`src/rtl/win_scanner.sv`:
```
// ---------------------------------------------------------------------------
// win_scanner
//
// Runs after every piece drop. Starting from the dropped cell, it walks the
// 8x8 board in four directions (horizontal, vertical, diagonal and
// anti-diagonal) through the board store's combinational read port. It counts
// same-colour neighbours on the positive side and then on the negative side of
// the drop. A line of at least WIN_LENGTH pieces (the drop included) is a win.
// The winning cells are then streamed into the board store's mark port, one
// per cycle, from the negative end to the positive end.
//
// Parameter:
//   WIN_LENGTH  minimum winning run length, 2..8 (default 4)
//
// Build option:
//   WIN_SCANNER_ALL_LINES_EN  when defined, scanning continues with the next
//                             direction after a line has been marked, so every
//                             winning line through the drop gets marked. When
//                             undefined, the first winning line ends the scan.
//
// Ports:
//   clk, rst_n           clock (rising edge), asynchronous active-low reset
//   start                one-cycle request; the drop is already on the board
//   drop_row, drop_col   position of the dropped piece
//   player               colour of the dropped piece (2'b01 / 2'b10)
//   rd_data              board cell at rd_row/rd_col, same-cycle
//   rd_row, rd_col       board read address (0 unless scanning)
//   mark_row, mark_col   winning cell being marked
//   mark_valid           write strobe for the winning mark
//   busy                 scan or mark in progress
//   done                 one-cycle pulse at the end of every scan
//   winner               2'b00 no win, otherwise the winning colour
// ---------------------------------------------------------------------------
module win_scanner #(
  parameter int WIN_LENGTH = 4
) (
  input  logic       clk,
  input  logic       rst_n,
  input  logic       start,
  input  logic [2:0] drop_row,
  input  logic [2:0] drop_col,
  input  logic [1:0] player,
  input  logic [1:0] rd_data,
  output logic [2:0] rd_row,
  output logic [2:0] rd_col,
  output logic [2:0] mark_row,
  output logic [2:0] mark_col,
  output logic       mark_valid,
  output logic       busy,
  output logic       done,
  output logic [1:0] winner
);

  localparam logic [2:0] S_IDLE = 3'd0;
  localparam logic [2:0] S_POS  = 3'd1;
  localparam logic [2:0] S_NEG  = 3'd2;
  localparam logic [2:0] S_MARK = 3'd3;
  localparam logic [2:0] S_DONE = 3'd4;

  localparam logic [3:0] WIN_LEN_C = 4'(WIN_LENGTH);

  // Row step per direction: only the horizontal direction stays on its row.
  function automatic logic signed [3:0] dir_dr(input logic [2:0] d);
    dir_dr = (d == 3'd0) ? 4'sd0 : 4'sd1;
  endfunction

  // Column step per direction: +1, 0, +1, -1.
  function automatic logic signed [3:0] dir_dc(input logic [2:0] d);
    case (d)
      3'd0:    dir_dc = 4'sd1;
      3'd1:    dir_dc = 4'sd0;
      3'd2:    dir_dc = 4'sd1;
      default: dir_dc = -4'sd1;
    endcase
  endfunction

  logic [2:0]        state_q, state_d;
  logic signed [3:0] row_q, row_d;     // cursor; -1 and 8 mean off-board
  logic signed [3:0] col_q, col_d;
  logic [2:0]        dir_q, dir_d;
  logic [2:0]        pos_cnt_q, pos_cnt_d;
  logic [2:0]        neg_cnt_q, neg_cnt_d;
  logic [3:0]        mark_cnt_q, mark_cnt_d;
  logic [2:0]        drop_row_q, drop_row_d;
  logic [2:0]        drop_col_q, drop_col_d;
  logic [1:0]        player_q, player_d;
  logic [1:0]        winner_q, winner_d;

  logic signed [3:0] dr, dc, dr_nxt, dc_nxt;
  logic signed [3:0] drop_r_s, drop_c_s;
  logic              on_board, hit;
  logic [3:0]        run_len;
  logic [2:0]        dir_inc;

  assign dir_inc  = dir_q + 3'd1;
  assign dr       = dir_dr(dir_q);
  assign dc       = dir_dc(dir_q);
  assign dr_nxt   = dir_dr(dir_inc);
  assign dc_nxt   = dir_dc(dir_inc);
  assign drop_r_s = $signed({1'b0, drop_row_q});
  assign drop_c_s = $signed({1'b0, drop_col_q});

  // Both off-board values (-1 = 4'b1111, 8 = 4'b1000) have bit 3 set.
  // A marked cell (2'b11) never equals a player colour, so it ends a run.
  assign on_board = ~row_q[3] & ~col_q[3];
  assign hit      = on_board && (rd_data == player_q);
  assign run_len  = 4'd1 + {1'b0, pos_cnt_q} + {1'b0, neg_cnt_q};

  always_comb begin
    state_d    = state_q;
    row_d      = row_q;
    col_d      = col_q;
    dir_d      = dir_q;
    pos_cnt_d  = pos_cnt_q;
    neg_cnt_d  = neg_cnt_q;
    mark_cnt_d = mark_cnt_q;
    drop_row_d = drop_row_q;
    drop_col_d = drop_col_q;
    player_d   = player_q;
    winner_d   = winner_q;

    case (state_q)
      S_IDLE: begin
        if (start) begin
          drop_row_d = drop_row;
          drop_col_d = drop_col;
          player_d   = player;
          winner_d   = 2'b00;
          dir_d      = 3'd0;
          row_d      = $signed({1'b0, drop_row}) + dir_dr(3'd0);
          col_d      = $signed({1'b0, drop_col}) + dir_dc(3'd0);
          pos_cnt_d  = 3'd0;
          neg_cnt_d  = 3'd0;
          state_d    = S_POS;
        end
      end

      S_POS: begin
        if (hit) begin
          pos_cnt_d = pos_cnt_q + 3'd1;
          row_d     = row_q + dr;
          col_d     = col_q + dc;
        end else begin
          row_d   = drop_r_s - dr;
          col_d   = drop_c_s - dc;
          state_d = S_NEG;
        end
      end

      S_NEG: begin
        if (hit) begin
          neg_cnt_d = neg_cnt_q + 3'd1;
          row_d     = row_q - dr;
          col_d     = col_q - dc;
        end else if (run_len >= WIN_LEN_C) begin
          // Step back onto the last matching cell: the negative end of the run.
          winner_d   = player_q;
          mark_cnt_d = run_len;
          row_d      = row_q + dr;
          col_d      = col_q + dc;
          state_d    = S_MARK;
        end else if (dir_q < 3'd3) begin
          dir_d     = dir_inc;
          row_d     = drop_r_s + dr_nxt;
          col_d     = drop_c_s + dc_nxt;
          pos_cnt_d = 3'd0;
          neg_cnt_d = 3'd0;
          state_d   = S_POS;
        end else begin
          state_d = S_DONE;
        end
      end

      S_MARK: begin
        mark_cnt_d = mark_cnt_q - 4'd1;
        row_d      = row_q + dr;
        col_d      = col_q + dc;
        if (mark_cnt_q == 4'd1) begin
`ifdef WIN_SCANNER_ALL_LINES_EN
          if (dir_q < 3'd3) begin
            dir_d     = dir_inc;
            row_d     = drop_r_s + dr_nxt;
            col_d     = drop_c_s + dc_nxt;
            pos_cnt_d = 3'd0;
            neg_cnt_d = 3'd0;
            state_d   = S_POS;
          end else begin
            state_d = S_DONE;
          end
`else
          state_d = S_DONE;
`endif
        end
      end

      S_DONE: state_d = S_IDLE;

      default: state_d = S_IDLE;
    endcase
  end

  always_ff @(posedge clk or negedge rst_n) begin
    if (!rst_n) begin
      state_q    <= S_IDLE;
      row_q      <= 4'sd0;
      col_q      <= 4'sd0;
      dir_q      <= 3'd0;
      pos_cnt_q  <= 3'd0;
      neg_cnt_q  <= 3'd0;
      mark_cnt_q <= 4'd0;
      drop_row_q <= 3'd0;
      drop_col_q <= 3'd0;
      player_q   <= 2'b00;
      winner_q   <= 2'b00;
    end else begin
      state_q    <= state_d;
      row_q      <= row_d;
      col_q      <= col_d;
      dir_q      <= dir_d;
      pos_cnt_q  <= pos_cnt_d;
      neg_cnt_q  <= neg_cnt_d;
      mark_cnt_q <= mark_cnt_d;
      drop_row_q <= drop_row_d;
      drop_col_q <= drop_col_d;
      player_q   <= player_d;
      winner_q   <= winner_d;
    end
  end

  logic scanning;
  assign scanning   = (state_q == S_POS) || (state_q == S_NEG);
  assign mark_valid = (state_q == S_MARK);
  assign busy       = scanning || mark_valid;
  assign done       = (state_q == S_DONE);
  assign winner     = winner_q;
  assign rd_row     = scanning   ? row_q[2:0] : 3'd0;
  assign rd_col     = scanning   ? col_q[2:0] : 3'd0;
  assign mark_row   = mark_valid ? row_q[2:0] : 3'd0;
  assign mark_col   = mark_valid ? col_q[2:0] : 3'd0;

endmodule

```
`config.mk`:
```
export PLATFORM = sky130hd
export DESIGN_NAME = win_scanner
export DESIGN_NICKNAME = d
export VERILOG_FILES = /design/src/rtl/win_scanner.sv
export SDC_FILE = /design/constraint.sdc
export NUM_CORES = 1
export LEC_CHECK = 0
export BUFFER_PORTS_ARGS = -buffer_cell sky130_fd_sc_hd__buf_2
export CAP_MARGIN = 20
export CORE_UTILIZATION = 28
export CTS_CLUSTER_SIZE = 16
export DETAILED_ROUTE_END_ITERATION = 8
export SETUP_SLACK_MARGIN = 0.2
export SYNTH_ARGS = -nofsm -noshare
export SYNTH_HDL_FRONTEND = slang
export SYNTH_SLANG_ARGS = --single-unit
```
`constraint.sdc`:
```
create_clock -name clk -period 8.3 [get_ports clk]
set_clock_uncertainty 0.2 [all_clocks]
set_input_delay 2.075 -clock clk [delete_from_list [all_inputs] [get_ports clk]]
set_output_delay 2.075 -clock clk [all_outputs]
set_load 0.03 [all_outputs]
```
==> metrics.csv <==
metric;value;unit
yosys.area_share.xor_xnor;4.45;%
final_max_slew_viol_count;0;
grt_max_degree;35;
io_pins;30;
antenna_found_initial;0;
path_max_fanout;24;
synth_top_family_by_area;simple AND/OR/NAND/NOR gates;
final_common_cell;nor2_1;
cp.required;6030;ps
hold_path_depth;1;
rr_startpoint;pos_cnt_q[0];
cts.path.max_buffers;2;
criticalPathCategory;reg -> out;
hp-class;reg -> reg;
cts-hold-fix-buffers;0;
muxShareOfSynthArea;2.93;%
ys_top_cells_by_area;dfrtp_1 29%, ha_1 14%, nor2_1 5.2%;
ctsResizeCount;0;
final_antenna_net_count;0;
area_growth;12.2;%
finish.utilization;32.2;%
netlist.area_leader.share;28.8;%
yosys_warnings;0;
cp.arrival;2910;ps
synthAdderAreaFrac;17.4;%
die_x;105;um
cpPeakStageDelay;800;ps
grt.total_usage;14.7;%
syn_nets;401;
fill_cells;1096;
placementRows;37;
firstDrtPassIters;4;
power.leakage;1.57;nW
clockRootBuffer;clkbuf_8;
crit_path_start;state_q[1];
drive_gt1_share;12.8;%
max_slew.worst_pin.slew;970;ps
max_cap_violations;0;
synthSimpleGateAreaFrac;20.8;%
via_count;2604;
core;0.0103;mm^2
fp.dieH;105;um
gpl.final_weighted_congestion;0.818;
grt_pass1_vias;2468;
portBuffers;29;
synth_cell_types;53;
syn-cell-area;0.00295;mm^2
async_flop_share;100;%
routedWlPerCell;15.2;um
synthCells;350;
die_area;0.0110;mm^2
worstPathCellList;nand2b_1 -> nor2_1 -> nor2_1 -> nor2b_1 -> buf_2;
synth-seq-cells;34;
peakVddDrop;0.000133;V
avgSynthCellArea;8.43;um^2
yosys_most_used_dff;dfrtp_1;
max_slew_margin;35.1;%
cts_tree;done;
synth-edff-count;0;
nets;425;
drtIter0Drc;195;
insertion_delay;290;ps
grt_overflow;0;
hpwlAfterDp;5930;um
endpoint_kind;output pin;
hold_viol_final;0;
final.setup.tns;0;ps
yosysTopAreaCell;dfrtp_1;
clkSinkCount;34;
status;finished, final reports clean;
clk_pin_slew;80;ps
grt_pass1_wl;12800;um
p_per_area;414;mW/mm^2
postCtsSetupRepairBufs;0;
rsz0062_at_grt;no;
min_period_over_period;62.5;%
cp_slowest_cell;dfrtp_1;
reg2reg_depth;10;
synth-compound-area-share;19.3;%
start_util;28.7;%
wirelength;7790;um
max_freq;0.193;GHz
cp_common_cell;nor2_1;
drc;0;
htreeDepth;2;
viasPerCell;5.10;
layout_common_cells;41 x nor2_1, 34 x dfrtp_1, 33 x ha_1;
seq_area_frac_synth;28.8;%
cts_buffers;5;
post-route-min-period;5190;ps
hold_path_startpoint;pos_cnt_q[2];
n_antenna_cell;0;
setup_violations;0;
cp-start-kind;flip-flop;
-- cell families (layout without fill, tap and decap cells) --
kind of cell               Yosys count  in the layout
buffers and inverters               45             70
and+or+nand+nor                    123            123
xor gates and xnor gates            15             15
muxes                                8              8
AOI/OAI and AO/OA                   87             87
DFF                                 34             34
adders and majority gates           38             38
-- cells in the mapped netlist (all sizes together) (2+ instances only) --
| cell type | n |
|---|---|
| o31ai | 4 |
| a22o | 5 |
| nor4b | 2 |
| mux2i | 3 |
| nor2b | 5 |
| a21o | 4 |
| a211o | 2 |
| nand4 | 2 |
| o21ai | 30 |
| ha | 33 |
| dfrtp | 34 |
| a221oi | 2 |
| nor3 | 10 |
| xor2 | 7 |
| nand2b | 9 |
| o211ai | 2 |
| inv | 31 |
| a32o | 2 |
| mux2 | 5 |
| xnor2 | 8 |
| nand2 | 22 |
| nor2 | 41 |
| o21a | 3 |
| a21oi | 19 |
| and3 | 4 |
| nand3 | 10 |
| o221ai | 3 |
| or3 | 4 |
| nor3b | 6 |
| clkbuf | 10 |
| buf | 4 |
| a311oi | 2 |
| fa | 5 |
| and2 | 2 |
-- routing by layer --
metal	GRT usage, %	vias to the layer above	wire length (um)
met4	3.42	0	59
met5	0	-	0
met2	24.3	56	3590
li1	-	1276	-
met1	20.2	1263	3840
met3	2.18	9	299
-- registers in the layout (all words and copies together) (netlist names) --
name	count
drop_col_q	3
drop_row_q	3
dir_q	3
row_q	4
col_q	4
mark_cnt_q	4
winner	2
neg_cnt_q	3
pos_cnt_q	3
state_q	3
player_q	2
-- through the flow --
step | power, mW | cell area, um^2 | std cells | hold WS (ps) | worst slack [ps]
after floorplan | 1.00 | 2950 | 350 | 247 | 4370
after global placement | 1.22 | 3220 | 503 | 297 | 3520
after detailed placement | 1.23 | 3220 | 503 | 292 | 3450
after CTS | 1.37 | 3310 | 511 | 311 | 3130
after global routing | 1.50 | 3310 | 511 | 340 | 2960
final | 1.37 | 3310 | 511 | 296 | 3110
-- layout make-up --
cell class              instances  area, um^2  share of cell area, %
clock buffers                   7        86.3                   2.61
clock inverters                 1        5.00                  0.151
inverters                      31         116                   3.51
multi-input cells             271        1920                   58.0
flip-flops and latches         34         851                   25.7
well taps                     136         170                   5.14
repair buffers                 31         160                   4.84
-- critical path: cells and delay by family, from the launching register on --
family / cells / cell delay, ps
simple gates: 4 / 1600
flops: 1 / 800
buf+inv: 1 / 210
-- where the power goes --
group	total [mW]	switching [mW]	leakage, nW	internal [mW]
clock network	0.134	0.0673	0.0482	0.0671
logic	0.912	0.541	1.09	0.372
registers	0.324	0.0956	0.430	0.228
total	1.37	0.704	1.57	0.667
-- worst paths after layout --
check,endpoint,slack (ps)
worst max-delay path,rd_col[2],3110
worst min-delay path,pos_cnt_q[2],300
worst max register to register,col_q[3],4740
worst min register to register,pos_cnt_q[2],300
max in group asynchronous,mark_cnt_q[3],5680
min in group asynchronous,col_q[2],1690
Note: power is estimated with default switching activity, not from simulation.
